--- config.mk ---
export PLATFORM = sky130hd
export DESIGN_NAME = srl_fifo_ctrl
export DESIGN_NICKNAME = d
export VERILOG_FILES = /design/src/rtl/srl_fifo_pkg.sv /design/src/rtl/srl_fifo_occ.sv /design/src/rtl/srl_fifo_ctrl.sv
export SDC_FILE = /design/constraint.sdc
export NUM_CORES = 1
export LEC_CHECK = 0
export ABC_AREA = 1
export BUFFER_PORTS_ARGS = -buffer_cell sky130_fd_sc_hd__buf_2
export CELL_PAD_IN_SITES_DETAIL_PLACEMENT = 1
export CELL_PAD_IN_SITES_GLOBAL_PLACEMENT = 2
export CORE_MARGIN = 2
export CORE_UTILIZATION = 29
export DETAILED_ROUTE_END_ITERATION = 6
export PLACE_DENSITY = 0.86
export SLEW_MARGIN = 20
export SYNTH_ARGS = -nofsm -noshare
export SYNTH_HDL_FRONTEND = slang
export SYNTH_SLANG_ARGS = --single-unit
--- constraint.sdc ---
create_clock -name clk -period 2.4 [get_ports clk]
set_input_delay 0.24 -clock clk [delete_from_list [all_inputs] [get_ports clk]]
set_output_delay 0.24 -clock clk [all_outputs]
set_load 0.005 [all_outputs]
--- src/rtl/srl_fifo_pkg.sv ---
// -----------------------------------------------------------------------------
// srl_fifo_pkg
// Shared constants, the SRL address-width helper and the output-stage state
// type for the SRL32-based FIFO controller.
// No ports (package).
// -----------------------------------------------------------------------------
package srl_fifo_pkg;

  // Taps per SRLC32E primitive.
  localparam int SRL_LEN  = 32;
  // Largest number of SRL32s cascaded per chain (MUXF7/F8 read mux limit).
  localparam int MAX_SEGS = 4;

  // Address width of a chain built from n SRL32 segments.
  function automatic int srl_aw(input int n);
    return $clog2(SRL_LEN) + $clog2(n);
  endfunction

  // Output register state: EMPTY holds nothing, PRIMED has words in the SRLs
  // but DOUT is not yet valid, HOLD means DOUT carries a valid word.
  typedef enum logic [1:0] {
    EMPTY  = 2'b00,
    PRIMED = 2'b01,
    HOLD   = 2'b10
  } out_state_e;

endpackage : srl_fifo_pkg

--- src/rtl/srl_fifo_occ.sv ---
// -----------------------------------------------------------------------------
// srl_fifo_occ
// Up/down occupancy counter for the SRL chains, with registered full/empty
// flags and a registered read address (oldest entry sits at count-1).
// Ports:
//   clk, rst_n   clock, asynchronous active-low reset
//   flush        synchronous clear to zero occupancy
//   inc          a word is shifted into the SRLs this cycle
//   dec          the oldest SRL word is moved to DOUT this cycle
//   level        words held in the SRLs, 0..D
//   rd_addr      read address of the oldest word (0 when empty)
//   full, empty  registered occupancy flags
// -----------------------------------------------------------------------------
module srl_fifo_occ
  import srl_fifo_pkg::*;
#(
  parameter int D  = 32,
  parameter int AW = 5
) (
  input  logic          clk,
  input  logic          rst_n,
  input  logic          flush,
  input  logic          inc,
  input  logic          dec,
  output logic [AW:0]   level,
  output logic [AW-1:0] rd_addr,
  output logic          full,
  output logic          empty
);

  localparam logic [AW:0]   DEPTH    = (AW+1)'(D);
  localparam logic [AW:0]   CNT_ONE  = (AW+1)'(1);
  localparam logic [AW:0]   CNT_ZERO = (AW+1)'(0);
  localparam logic [AW-1:0] ADR_ONE  = AW'(1);
  localparam logic [AW-1:0] ADR_ZERO = AW'(0);

  logic [AW:0]   cnt_r;
  logic [AW:0]   cnt_nxt_s;
  logic [AW-1:0] addr_r;
  logic [AW-1:0] addr_nxt_s;
  logic          full_r;
  logic          empty_r;

  // Next occupancy; simultaneous shift and read leave the count unchanged.
  always_comb begin
    cnt_nxt_s = cnt_r;
    if (flush) begin
      cnt_nxt_s = CNT_ZERO;
    end else if (inc && !dec) begin
      cnt_nxt_s = cnt_r + CNT_ONE;
    end else if (dec && !inc) begin
      cnt_nxt_s = cnt_r - CNT_ONE;
    end else begin
      cnt_nxt_s = cnt_r;
    end
  end

  // Read address of the oldest word after this edge. At count D the low AW
  // bits are zero, so the wrapped decrement lands on D-1 as required.
  always_comb begin
    addr_nxt_s = ADR_ZERO;
    if (cnt_nxt_s != CNT_ZERO) begin
      addr_nxt_s = cnt_nxt_s[AW-1:0] - ADR_ONE;
    end else begin
      addr_nxt_s = ADR_ZERO;
    end
  end

  // Count, address and flags all update together so they never disagree.
  always_ff @(posedge clk or negedge rst_n) begin
    if (!rst_n) begin
      cnt_r   <= CNT_ZERO;
      addr_r  <= ADR_ZERO;
      full_r  <= 1'b0;
      empty_r <= 1'b1;
    end else begin
      cnt_r   <= cnt_nxt_s;
      addr_r  <= addr_nxt_s;
      full_r  <= (cnt_nxt_s == DEPTH);
      empty_r <= (cnt_nxt_s == CNT_ZERO);
    end
  end

  assign level   = cnt_r;
  assign rd_addr = addr_r;
  assign full    = full_r;
  assign empty   = empty_r;

endmodule : srl_fifo_occ

--- src/rtl/srl_fifo_ctrl.sv ---
// -----------------------------------------------------------------------------
// srl_fifo_ctrl
// Controller for W parallel SRL32 chains (N segments each) used as a
// first-word-fall-through FIFO. Drives shift enable and read address to the
// chains, tracks occupancy and owns the W-bit output register DOUT.
// Capacity is 32*N words in the SRLs plus one in DOUT.
// Ports:
//   clk, rst_n          clock, asynchronous active-low reset
//   flush               synchronous clear of all contents
//   in_valid/in_ready   write handshake (in_ready is a registered flag)
//   srl_ce              shift enable to every chain (same cycle as handshake)
//   srl_a               read address to every chain
//   srl_q               combinational chain outputs at srl_a
//   out_valid/out_ready read handshake on DOUT
//   dout                registered oldest word
//   level               words held in the SRLs (excludes DOUT)
// -----------------------------------------------------------------------------
module srl_fifo_ctrl
  import srl_fifo_pkg::*;
#(
  parameter  int N  = 1,
  parameter  int W  = 8,
  localparam int AW = srl_aw(N)
) (
  input  logic          clk,
  input  logic          rst_n,
  input  logic          flush,
  input  logic          in_valid,
  output logic          in_ready,
  output logic          srl_ce,
  output logic [AW-1:0] srl_a,
  input  logic [W-1:0]  srl_q,
  output logic          out_valid,
  input  logic          out_ready,
  output logic [W-1:0]  dout,
  output logic [AW:0]   level
);

  localparam int D = SRL_LEN * N;

  if (N < 1 || N > MAX_SEGS) begin : g_bad_n
    $error("srl_fifo_ctrl: N must be in 1..%0d", MAX_SEGS);
  end

  out_state_e   state_r;
  out_state_e   state_nxt_s;
  logic [W-1:0] dout_r;
  logic         push_s;
  logic         load_s;
  logic         full_s;
  logic         empty_s;

  srl_fifo_occ #(
    .D  (D),
    .AW (AW)
  ) u_occ (
    .clk     (clk),
    .rst_n   (rst_n),
    .flush   (flush),
    .inc     (push_s),
    .dec     (load_s),
    .level   (level),
    .rd_addr (srl_a),
    .full    (full_s),
    .empty   (empty_s)
  );

  // Write and refill conditions; flush suppresses both for its cycle.
  always_comb begin
    push_s = in_valid && !full_s && !flush;
    load_s = !flush && !empty_s && ((state_r != HOLD) || out_ready);
  end

  // Output-stage next state.
  always_comb begin
    state_nxt_s = state_r;
    if (flush) begin
      state_nxt_s = EMPTY;
    end else begin
      case (state_r)
        EMPTY: begin
          if (push_s) begin
            state_nxt_s = PRIMED;
          end else begin
            state_nxt_s = EMPTY;
          end
        end
        PRIMED: begin
          if (load_s) begin
            state_nxt_s = HOLD;
          end else begin
            state_nxt_s = PRIMED;
          end
        end
        HOLD: begin
          // Without a refill, a consumed DOUT means the SRLs were empty; a
          // same-cycle push leaves one word waiting for the next load.
          if (load_s) begin
            state_nxt_s = HOLD;
          end else if (out_ready) begin
            state_nxt_s = push_s ? PRIMED : EMPTY;
          end else begin
            state_nxt_s = HOLD;
          end
        end
        default: begin
          state_nxt_s = EMPTY;
        end
      endcase
    end
  end

  // Output state register.
  always_ff @(posedge clk or negedge rst_n) begin
    if (!rst_n) begin
      state_r <= EMPTY;
    end else begin
      state_r <= state_nxt_s;
    end
  end

  // DOUT captures the oldest SRL word on refill and otherwise holds.
  always_ff @(posedge clk or negedge rst_n) begin
    if (!rst_n) begin
      dout_r <= {W{1'b0}};
    end else if (load_s) begin
      dout_r <= srl_q;
    end else begin
      dout_r <= dout_r;
    end
  end

  assign srl_ce    = push_s;
  assign in_ready  = !full_s;
  assign out_valid = (state_r == HOLD);
  assign dout      = dout_r;

endmodule : srl_fifo_ctrl
==> results of run 1 <==
through the flow:
stage | hold slack (ps) | util | total power (uW)
global placement | 248 | 0.356 | 1410
CTS | 174 | 0.369 | 1660
global route | 194 | 0.369 | 1790
finish | 174 | 0.369 | 1630
detailed placement | 246 | 0.356 | 1420
floorplan | -55.6 | - | 1130
per-layer routing:
metal / part of all wire / GRT usage
met5: 0 / 0
met4: 0.0067 / 0.0314
met3: 0.045 / 0.0171
met2: 0.49 / 0.242
met1: 0.46 / 0.172
power by group:
| group | internal [uW] | switching [uW] |
|---|---|---|
| Combinational | 317 | 460 |
| Clock | 116 | 119 |
| Sequential | 538 | 84.6 |
| Total | 970 | 663 |
worst max-delay path: cells and delay by family, from the launching register on:
family	cells	cell delay (ps)
simple gates	6	720
flops	1	410
fa+ha+maj	2	520
buf+inv	2	140
flip-flops by register name, indices dropped and copies added (netlist names):
name,count
dout,8
state_r,2
u_occ.empty,1
u_occ.full,1
u_occ.level,6
u_occ.rd_addr,5
worst max-delay path by stage:
stage | start | endpoint | slack, ps
finish | u_occ.level[1] | u_occ.rd_addr[1] | 500
global route | u_occ.level[1] | u_occ.rd_addr[1] | 330
CTS | u_occ.level[1] | u_occ.rd_addr[1] | 470
detailed placement | u_occ.level[1] | u_occ.rd_addr[3] | 500
global placement | flush | u_occ.rd_addr[4] | 520
floorplan | u_occ.level[0] | u_occ.rd_addr[3] | 620
layout by cell type, fill, tap and decap left out:
cell            n
clkinv_4        1
a32o_1          1
clkinv_2        1
nand2_4         2
o21ai_1         2
inv_2           5
nand3_2         3
o21ai_0         1
nand4_1         4
nor2_8          1
dfrtp_1        22
a21oi_1         3
buf_4           2
ha_1            4
clkbuf_8        3
nand3b_1        2
xor2_1          2
nand3_4         2
nor2_2          7
buf_2          34
inv_1          19
dfstp_2         1
nand2_1        44
nand3_1        14
nand2_2         6
dlygate4sd3_1   1
nor3_1          2
nor2_1         11
area by class of cell:
cell class                 count  share of cell area
clock buffer                   3              0.0257
clock inverter                 1             0.00312
inverter                      25              0.0616
multi-input combinational    111               0.388
sequential                    23               0.359
tap                           52              0.0405
timing repair buffer          37               0.122
kinds of logic after synthesis:
logic type	share of synthesized area
compound gates	0.0307
buf+inv	0.0797
fa+ha+maj	0.0384
simple gates	0.395
xor+xnor	0.0134
flops	0.442
==> run metrics, run 1 <==
status=finished, final reports clean; Final Hold Fails=0; sequential-to-total area share from yosys stat=0.442; via count=1156; cts hold-fix bufs=1; WP data arrival=2050 ps; Reg-to-Reg Start=u_occ.level[1]; max-slew violations=0; area occupied by multi-input gates=623 sq um; Mapped Nets=177; post-route cell area=0.00161 sq mm; R2R cell count=10; Final #Nets=218; crit path cell chain=inv_1 -> ha_1 -> nand3b_1 -> nand2_1 -> inv_1 -> nand3_1 -> ha_1 -> nand3_4 -> nor2_8 -> nor2_2; TritonCTS Buffers=3; Max-slew headroom=0.661; Seq cells post-synth=23; CTS Sinks=23; setup tns final=0 ps; postcts setup bufs=0; Initial Util=0.299; CTS max path bufs=2; PD cells=1020 mW/mm^2; Crit Path Max Fanout=6; period utilization=0.791; H-tree depth=1; clock root cell=clkbuf_8; drt first pass iters=4; Least-Margin Pin Slew=508 ps; CP endpoint kind=flip-flop; Total Wirelength=3110 um; CTS tree=built; synthesized area=0.00130 sq mm; R2R setup slack=500 ps; first-pass GRT wire length=5570 um; Placer Congestion=0.834; dominant cell type by area after synthesis=dfrtp_1; slowest CP cell=dfrtp_1; Post-Place Cell Area=0.00155 sq mm; top cells by count, synth=nand2_1 (44), dfrtp_1 (22), inv_1 (19); Max-Cap Viols=0; leak pwr=0.000913 uW; CORE AREA=0.00435 sq mm; Post-Syn Instances=160; Syn Area/Cell=8.15 sq um; Worst-Skew Late Latency=260 ps; clock slew at reported path FFs=80 ps; hpwl dp=2580 um; fmax=527 MHz; Post-DRT Antenna Nets=0; Cell variety after synth=24; WHS Path Cells=3; HP Class=input pin to flip-flop; Die Footprint=0.00505 sq mm; die width=71.1 um; GR Overflow Total=0; clk_skew=2.91 ps; port bufs=34; final worst slack=502 ps; CTS-repair resized insts=0; Peak VDD IR=440 uV; final setup vio count=0; DRC viols=0; Initial DRC Count=26; crit path launch type=flip-flop; initial antenna violation count=0; maximum single-stage delay on the critical path=410 ps; Layout area overhead=23.1%; RR Endpoint=u_occ.rd_addr[1]; # IOs=35; WHS Endpoint=dout[4]; worst path required time=2550 ps; register area=577 sq um; most common cell in the netlist=nand2_1; vias in the first global route=1240; placed insts=247; Post-synth ARST share=1.00; top cells by area, synth=dfrtp_1 (42%), nand2_1 (13%), inv_1 (5.5%), nand3_1 (5.4%), ha_1 (3.8%); RSZ-0062 raised after global routing=no; Die Y=71.1 um; fin crit period=1900 ps; Post-synth EDFFs=0; vias per inst=4.59; wire per inst=12.4 um; predominant post-synthesis flop cell=dfrtp_1; n_diodes=0; worst hold start=srl_q[4]; pin count of the biggest net entering global routing=24; share of layout cells above drive strength 1=0.340; Ys Warns=0; # rows=24; share of the synthesized area in the top cell type=0.422; Non-Filler Instances=252; GRT Util Overall=0.135; post-place setup slack=504 ps; Filler Cell Count=529; kind of critical path=flip-flop to flip-flop
(Power assumes the default switching activity.)
==> run 2: changes to the inputs <==
- ABC_AREA: 1 -> 0
- CORE_UTILIZATION: 29 -> 31
- clock period: 2.4 -> 1.9 ns (I/O delays scaled with it)
==> run 2 against run 1 <==
Against the previous run: the run now ends with setup timing left; highest routed layer unchanged; fmax fell by 19%; sequential power rose by 33%; die area down 11%; clock-buffer cell count unchanged; global-route usage rose by 4.1 points; synthesized area is 5.4% lower; critical path type unchanged; cell area increased by 14%; clock skew is 2.0 ps lower; utilization grew 12 points; worst hold slack got worse by 29 ps.
==> run metrics, run 2 <==
Post-Place Cell Area=0.00162 sq mm; Total Wirelength=4160 um; fmax=425 MHz; maximum single-stage delay on the critical path=420 ps; CORE AREA=0.00374 sq mm; share of the synthesized area in the top cell type=0.446; Placer Congestion=0.790; XOR/XNOR share of the synthesized area=0.0213; multiplexer share of the synthesized area=0.151; predominant post-synthesis flop cell=dfrtp_1; Cell variety after synth=37; DRC viols=0; hpwl dp=2750 um; final worst slack=-452 ps; Mapped Nets=131; CP endpoint kind=flip-flop; R2R cell count=8; post-route cell area=0.00183 sq mm; RSZ-0062 raised after global routing=yes; Max-slew headroom=0.634; placed insts=215; Die Y=67.1 um; Initial DRC Count=23; Ys Warns=0; WP data arrival=2550 ps; vias per inst=4.91; final setup vio count=9; # IOs=35; Initial Util=0.330; pin count of the biggest net entering global routing=24; drt first pass iters=4; Non-Filler Instances=229; leak pwr=0.000895 uW; clock slew at reported path FFs=80 ps; max-slew violations=0; Seq cells post-synth=23; Adder-Cell Fraction of Synth Area=0.0406; first-pass GRT wire length=5810 um; Post-DRT Antenna Nets=0; CTS Sinks=23; failing checks=setup timing; worst path required time=2100 ps; period utilization=1.24; n_diodes=0; Crit Path Max Fanout=7; kind of critical path=flip-flop to flip-flop; Post-Syn Instances=114; Die Footprint=0.00450 sq mm; Final #Nets=199; most common cell in the netlist=dfrtp_1; CTS tree=built; via count=1125; fin crit period=2350 ps; Peak VDD IR=929 uV; most common cell after layout, fill and taps aside=buf_2; crit path launch type=flip-flop; initial antenna violation count=0; Synth Area in Simple Gates=0.197; Post-synth ARST share=1.00; HP Class=input pin to flip-flop; Layout area overhead=48.6%; sequential-to-total area share from yosys stat=0.468; Post-synth EDFFs=0; GRT Util Overall=0.175; synthesized area=0.00123 sq mm; TritonCTS Buffers=3; die width=67.1 um; vias in the first global route=1224; wire per inst=18.2 um; top cells by count, synth=dfrtp_1 (22), nor2_1 (12), nand2b_1 (9); WHS Path Cells=2; CTS max path bufs=2; post-place setup slack=-399 ps; Worst-Skew Late Latency=270 ps; Syn Area/Cell=10.8 sq um; clock root cell=clkbuf_8; status=complete, but fails checks; GR Overflow Total=0; port bufs=34; H-tree depth=1; PD cells=1540 mW/mm^2; slowest CP cell=or3_4; share of layout cells above drive strength 1=0.541; Final Hold Fails=0; largest family of logic cells by synthesized area=simple AND/OR/NAND/NOR gates; Most common cell on crit path=buf_4; clk_skew=0.914 ps; crit path cell chain=nor3b_2 -> or3_4 -> buf_4 -> mux2i_2 -> mux2i_1 -> buf_4 -> or3_1 -> o21ai_1; top cells by area, synth=dfrtp_1 (45%), mux2_2 (7.3%), mux2i_1 (4.9%), nand2b_1 (4.6%), ha_1 (4.1%); # rows=22; max FFs per register=8; Least-Margin Pin Slew=549 ps; Max-Cap Viols=0; dominant cell type by area after synthesis=dfrtp_1; most frequent cells in the layout=buf_2 (34), buf_4 (31), dfrtp_1 (22), nor2_1 (11), nand2b_1 (9); Synth Area in Compound Gates=0.0781
run 2: cell types whose count changed after synthesis, sizes merged, moves of 4 or more:
cell / previous run / this run
nor2: 19 / 12
nor4: 0 / 4
nand3: 19 / 2
mux2i: 0 / 8
nand2b: 0 / 9
mux2: 0 / 8
nand2: 52 / 7
inv: 24 / 6
run 2: final cells by class:
| class | count | area [sq um] |
|---|---|---|
| Clock inverter | 1 | 5.00 |
| Multi-Input combinational cell | 80 | 694 |
| Fill cell | 445 | 1910 |
| Tap cell | 48 | 60.1 |
| Timing Repair Buffer | 67 | 424 |
| Clock buffer | 3 | 41.3 |
| Sequential cell | 23 | 577 |
| Inverter | 7 | 31.3 |
run 2: worst paths after layout:
check,to,slack (ps),startpoint
worst max-delay path,u_occ.rd_addr[3],-450,state_r[1]
worst min-delay path,dout[2],140,srl_q[2]
worst max register to register,u_occ.rd_addr[3],-450,state_r[1]
worst min register to register,dout[2],510,dout[2]
max in group asynchronous,u_occ.empty,1100,rst_n
min in group asynchronous,dout[6],430,rst_n
run 2: report_power, final:
| part | internal [uW] | leakage (uW) | switching [uW] |
|---|---|---|---|
| Combinational | 856 | 0.000584 | 816 |
| Clock | 147 | 0.0000255 | 170 |
| Sequential | 693 | 0.000285 | 137 |
run 2: critical path: cells and delay by family, from the launching register on:
kind,cells,cell delay (ps)
simple gates,3,940
mux,2,420
flops,1,390
buf+inv,2,390
compound gates,1,150
run 2: metrics by stage:
step	hold WS (ps)	util	setup TNS (ps)	total power, uW
global route	145	0.490	-3440	3010
finish	145	0.490	-2620	2820
CTS	149	0.467	-1990	2580
floorplan	-106	-	-1330	1580
detailed placement	196	0.433	-2540	2140
global placement	180	0.433	-1510	2050
run 2: per-layer routing:
metal / vias to the layer above / routed length, um / track usage
met1: 569 / 1720 / 0.210
met5: - / 0 / 0
met3: 9 / 107 / 0.0270
met2: 19 / 2230 / 0.319
li1: 528 / - / -
met4: 0 / 99 / 0.0485
run 2: cells by family after synthesis:
group | after synthesis
simple gates | 43
flops | 23
mux | 16
compound gates | 14
buf+inv | 11
fa+ha+maj | 4
xor+xnor | 3
run 2: timing repair:
item / 4_1_cts / 5_1_grt
endpoints found under the hold margin: 22 / 0
setup endpoints to repair: 9 / 7
pin swaps: 4 / 8
resized for setup: 8 / 10
hold buffers: 1 / 0
buffers inserted: 5 / 4
